### src/rtl/umi_regif_arb_pkg.sv
// umi_regif_arb_pkg: UMI command field location and request-type decode shared by the arbiter
package umi_regif_arb_pkg;
  localparam int UMI_CMD_LSB = 0;
  localparam int UMI_OPC_W = 5;
  typedef enum logic [UMI_OPC_W-1:0] {
    UMI_INVALID    = 5'h00,
    UMI_REQ_READ   = 5'h01,
    UMI_REQ_WRITE  = 5'h03,
    UMI_REQ_POSTED = 5'h05,
    UMI_REQ_RDMA   = 5'h07,
    UMI_REQ_ATOMIC = 5'h09
  } umi_opcode_e;
  function automatic logic umi_write(input logic [UMI_OPC_W-1:0] opcode);
    return opcode inside {UMI_REQ_WRITE, UMI_REQ_POSTED, UMI_REQ_RDMA};
  endfunction
endpackage

### src/rtl/umi_regif_arb_tagfifo.sv
// umi_regif_arb_tagfifo: requester-index FIFO recording the order of reads in flight
module umi_regif_arb_tagfifo #(
  parameter int W = 2,
  parameter int DEPTH = 4
) (
  input  logic                   clk,
  input  logic                   nreset,
  input  logic                   push,
  input  logic [W-1:0]           push_data,
  input  logic                   pop,
  output logic                   full,
  output logic                   empty,
  output logic [$clog2(DEPTH):0] count,
  output logic [W-1:0]           head
);
  localparam int AW = $clog2(DEPTH);
  logic [W-1:0] mem_q [DEPTH];
  logic [AW-1:0] wr_q, wr_d, rd_q, rd_d;
  logic [AW:0] cnt_q, cnt_d;
  always_comb begin
    wr_d = wr_q + AW'(push);
    rd_d = rd_q + AW'(pop);
    cnt_d = cnt_q + (AW+1)'(push) - (AW+1)'(pop);
  end
  always_ff @(posedge clk) begin
    if (!nreset) begin
      wr_q <= '0;
      rd_q <= '0;
      cnt_q <= '0;
    end else begin
      wr_q <= wr_d;
      rd_q <= rd_d;
      cnt_q <= cnt_d;
    end
    if (push) mem_q[wr_q] <= push_data;
  end
  assign full = cnt_q == (AW+1)'(DEPTH);
  assign empty = cnt_q == '0;
  assign count = cnt_q;
  assign head = mem_q[rd_q];
endmodule

### src/rtl/umi_regif_arb.sv
// umi_regif_arb: round-robin arbiter from N UMI hosts onto one register interface; a tag FIFO routes read responses back
module umi_regif_arb
  import umi_regif_arb_pkg::*;
#(
  parameter int N = 4,
  parameter int UW = 256,
  parameter int DEPTH = 4
) (
  input  logic                   clk,
  input  logic                   nreset,
  input  logic [N-1:0]           host_req_valid,
  input  logic [N*UW-1:0]        host_req_packet,
  output logic [N-1:0]           host_req_ready,
  output logic [N-1:0]           host_resp_valid,
  output logic [UW-1:0]          host_resp_packet,
  input  logic [N-1:0]           host_resp_ready,
  output logic                   udev_req_valid,
  output logic [UW-1:0]          udev_req_packet,
  input  logic                   udev_req_ready,
  input  logic                   udev_resp_valid,
  input  logic [UW-1:0]          udev_resp_packet,
  output logic                   udev_resp_ready,
  output logic [$clog2(DEPTH):0] outstanding,
  output logic                   err_orphan
);
  localparam int IW = $clog2(N);
  logic [UW-1:0] pkt [N];
  logic [N-1:0] rot;
  logic [IW-1:0] ptr_q, ptr_d, lidx_q, lidx_d, win, off, head;
  logic [IW:0] sum;
  logic lock_q, lock_d, orphan_q, orphan_d, win_rd, hs, full, empty, push, pop;
  for (genvar i = 0; i < N; i++) begin : g_pkt
    assign pkt[i] = host_req_packet[i*UW +: UW];
  end
  always_comb begin
    rot = N'({host_req_valid, host_req_valid} >> ptr_q);
    off = '0;
    for (int k = N - 1; k >= 0; k--) if (rot[k]) off = IW'(k);
    sum = {1'b0, ptr_q} + {1'b0, off};
    win = lock_q ? lidx_q : (sum >= (IW+1)'(N) ? IW'(sum - (IW+1)'(N)) : sum[IW-1:0]);
    win_rd = !umi_write(pkt[win][UMI_CMD_LSB +: UMI_OPC_W]);
    udev_req_valid = nreset && host_req_valid[win] && !(win_rd && full);
    udev_req_packet = pkt[win];
    hs = udev_req_valid && udev_req_ready;
    host_req_ready = hs ? N'(1) << win : '0;
    push = hs && win_rd;
    host_resp_packet = udev_resp_packet;
    host_resp_valid = (nreset && !empty && udev_resp_valid) ? N'(1) << head : '0;
    udev_resp_ready = !nreset || empty || host_resp_ready[head];
    pop = nreset && !empty && udev_resp_valid && host_resp_ready[head];
    ptr_d = hs ? (win == IW'(N - 1) ? '0 : win + 1'b1) : ptr_q;
    lock_d = udev_req_valid && !udev_req_ready;
    lidx_d = win;
    orphan_d = orphan_q || (empty && udev_resp_valid);
  end
  always_ff @(posedge clk) begin
    if (!nreset) begin
      ptr_q <= '0;
      lock_q <= 1'b0;
      lidx_q <= '0;
      orphan_q <= 1'b0;
    end else begin
      ptr_q <= ptr_d;
      lock_q <= lock_d;
      lidx_q <= lidx_d;
      orphan_q <= orphan_d;
    end
  end
  umi_regif_arb_tagfifo #(.W(IW), .DEPTH(DEPTH)) u_tagfifo (
    .clk(clk),
    .nreset(nreset),
    .push(push),
    .push_data(win),
    .pop(pop),
    .full(full),
    .empty(empty),
    .count(outstanding),
    .head(head)
  );
  assign err_orphan = orphan_q;
endmodule

### config.mk
export PLATFORM = sky130hd
export DESIGN_NAME = umi_regif_arb
export DESIGN_NICKNAME = d
export VERILOG_FILES = /design/src/rtl/umi_regif_arb_pkg.sv /design/src/rtl/umi_regif_arb_tagfifo.sv /design/src/rtl/umi_regif_arb.sv
export SDC_FILE = /design/constraint.sdc
export NUM_CORES = 1
export LEC_CHECK = 0
export BUFFER_PORTS_ARGS = -buffer_cell sky130_fd_sc_hd__buf_2
export CAP_MARGIN = 20
export CORE_AREA = 8 8 696 698
export CTS_CLUSTER_DIAMETER = 30
export DETAILED_ROUTE_END_ITERATION = 10
export DIE_AREA = 0 0 704 706
export GPL_TIMING_DRIVEN = 0
export PLACE_DENSITY = 0.3
export SLEW_MARGIN = 0
export SYNTH_ARGS = -nofsm -noshare
export SYNTH_HDL_FRONTEND = slang
export SYNTH_HIERARCHICAL = 1
export SYNTH_SLANG_ARGS = --single-unit
### constraint.sdc
create_clock -name clk -period 4.4 [get_ports clk]
set_input_delay 0.88 -clock clk [delete_from_list [all_inputs] [get_ports clk]]
set_output_delay 0.88 -clock clk [all_outputs]
set_load 0.02 [all_outputs]
==> metrics.cfg <==
[yosys]
yosys_warnings = 6
ys.flop_type = dfxtp_1
synth_seq_cells = 21
synth_top_family_by_area = simple AND/OR/NAND/NOR gates
synth_nets = 3409
synth_compound_area_share_pct = 15.3
synth-edff-count = 8
synth.mux.area_fraction_pct = 1.38
syn_inst = 2107
synth.avg_cell_area_um2 = 5.34
yosysTopAreaCellShare_pct = 34.5
ys_async_sr_fraction_pct = 0
synth_area_leaders = nand2_1, buf_4, and3_1
synth_xor_area_share_pct = 0.433
synth-simple-area-share_pct = 52.0
syn_area_mm2 = 0.0113
synthAdderAreaFrac_pct = 1.18
yosysSeqAreaShare_pct = 4.44
ys_types = 47
synth_largest_area_cell = nand2_1

[sta]
maxSlewHeadroom_pct = 44.8
period_share_pct = 112
period_minus_slack_ns = 4.95
tns_ns = -86.01
slew_viol_final = 0
skew_ns = 0.00303
whs_ns = 0.517
worstMarginPinSlew_ns = 0.828
hold_viol = 0
setup_violations = 261
final.setup.worst_slack_ns = -0.546
rsz0062_at_grt = yes
fmax_mhz = 202

[clock_network]
cts_made_buffers = 3
cts_tree = built
cts-root-buf = clkbuf_16
clk_latency_ns = 0.27
clk_path_buf_depth = 2
cts_sinks = 21
htree_levels = 1
clkTransAtPathRegs_ns = 0.07

[detailed_routing]
ant_nets = 0
dr.pass1.iters = 6
routed.top_layer = met5
remaining_drc_errors = 0
viasPerCell = 2.44
wl_met3_um = 49700
drt-met1-wl_um = 156000
wl_met2_um = 183000
drt_wl_total_um = 403000
drt_iter0_drc = 1676
wl_per_cell_um = 39.2
routed-via-count = 25000

[grt]
grtUsageTotal_pct = 15.2
grt_pass1_vias = 24300
grt_max_degree = 16
overflow = 0
antenna_found_initial = 400
grt_pass1_wl_um = 452000

[finish]
final_cell_count_no_fill = 10300
multiInputGateArea_mm2 = 0.0146
final_core_util_pct = 8.77
drive_gt1_share_pct = 78.0
area_growth_pct = 269
final_area_mm2 = 0.0415
sequential_cell_area_um2 = 500
n_fill_cell = 55500
final_nets = 5172

[worst_setup_path]
worstReg2RegStart = ptr_q[0]
path_common_cell = buf_12
slowest_delay_ns = 0.52
startpoint = host_req_valid[0]
slowest_stage = or4_4
critPathArrivalTime_ns = 4.07
critPathLaunchType = primary input
critical_path_class = in -> out
worstPathMaxFanout = 5
cp.required_ns = 3.52
endpoint_kind = output pin
crit_path_cell_trace = buf_12 > or4_4 > nand3_4 > ha_4 > mux2_4 > buf_12 > buf_12 > buf_12 > o2111ai_1 > nand2_4 > nor3b_1 > o21ai_2 > o211a_1 > nor4b_4 > buf_4 > and2_4 > buf_6

[power_and_ir_drop]
peakVddDrop_mv = 0.537
power_leakage_nw = 16.8
powerDensity_mw_per_mm2 = 1550

[placed_design]
dpl.cell_count = 9943
dpl-instance-area_mm2 = 0.0287
io_buffers = 1559
finalWeightedCongestion = 0.945
dp_hpwl_um = 372000

[outcome]
failed_checks = setup timing
status = complete, but fails checks

[floorplan]
fp.dieW_um = 704
dieHeight_um = 706
pin_count = 1818
num_rows = 253
start_util_pct = 2.38
core_area_mm2 = 0.473
die_area_mm2 = 0.497

[worst_hold_path]
hold_start = err_orphan
hold_class = reg -> reg

[run]
maxCapViolCount = 0

Yosys cell counts (2+ instances only):
cell type	instances
clkbuf_1	120
a31oi_1	257
edfxtp_1	8
clkbuf_2	3
nor3b_1	5
buf_2	25
nand2_1	1034
o21ai_0	5
nor2_1	11
dfxtp_1	13
nor3_1	2
xor2_1	3
mux4_2	3
nand3b_1	3
buf_6	22
ha_1	9
buf_4	258
inv_1	9
a21oi_1	3
buf_8	2
nor4_1	2
nand2b_1	4
o2111ai_1	2
and3_1	261
and2_1	14
nor2b_1	2
o211ai_1	2
nand3_1	2
mux2i_1	5
timing repair:
action,in CTS,in global routing
buffers inserted,102,63
pin swaps,216,199
gates resized for setup,1833,676
setup endpoints to repair,274,261
gates cloned,22,17
hold buffers,0,0
flip-flops by register name (all words and copies together) (netlist names):
| signal | count |
|---|---|
| u_tagfifo/mem_q | 8 |
| u_tagfifo/count | 3 |
| lidx_q | 2 |
| ptr_q | 2 |
| u_tagfifo/rd_q | 2 |
| u_tagfifo/wr_q | 2 |
| err_orphan | 1 |
| lock_q | 1 |
logic make-up after synthesis:
group           Yosys count
mux                      10
xor+xnor                  4
simple gates           1348
buf+inv                 440
fa+ha+maj                10
compound gates          274
flops                    21
placed cells by master (no fill, tap or decap), types with 10 or more instances in the layout:
cell type	count
buf_2	1297
nand2_1	711
buf_4	324
a31oi_4	231
and3_4	227
buf_6	169
buf_12	163
nand2_2	152
diode_2	151
nand2_4	150
buf_8	92
clkbuf_16	60
and3_1	30
clkbuf_2	28
buf_16	26
a31oi_2	21
nand2_8	21
clkbuf_4	16
dfxtp_1	13
clkbuf_8	12
nor2_1	11
and2_1	10
final cells by class:
type / count / share of cell area [%]
multi-input combinational: 1646 / 35.2
tap: 6247 / 18.8
clock buffer: 3 / 0.181
sequential: 21 / 1.21
inverter: 10 / 0.184
antenna: 151 / 0.910
buffer: 414 / 10.0
timing repair buffer: 1774 / 33.5
clock inverter: 1 / 0.0121
where the power goes:
part	leakage (nW)	switching [W]	internal, W
clock network	0.0418	0.0000869	0.000123
registers	0.179	0.0000472	0.000266
logic	16.5	0.0390	0.0250
through the flow:
step           power (W)  setup WS [ns]
5_1_grt           0.0676         -0.571
3_3_place_gp      0.0418          -5.08
3_5_place_dp      0.0425          -2.41
4_1_cts           0.0607         -0.591
6_report          0.0645         -0.546
2_1_floorplan     0.0151        -0.0243
critical path, delay by kind of cell:
| kind | cells | cell delay (ns) |
|---|---|---|
| mux | 1 | 0.30 |
| buf+inv | 6 | 0.83 |
| simple gates | 6 | 1.47 |
| compound gates | 3 | 0.33 |
| fa+ha+maj | 1 | 0.20 |
metal layers:
layer	global-route usage (%)	vias to the layer above
met1	17.1	11800
met5	0	-
met3	8.41	655
li1	-	10500
met4	2.59	178
met2	25.3	1897
final timing paths:
kind	endpoint	slack (ns)	depth (start not counted)
worst max-delay path	host_req_ready[1]	-0.55	17
worst min-delay path	err_orphan	0.52	2
worst max register to register	u_tagfifo/count[1]	0.34	20
worst min register to register	err_orphan	0.52	2
No activity file was read; power rests on OpenSTA's default activity.
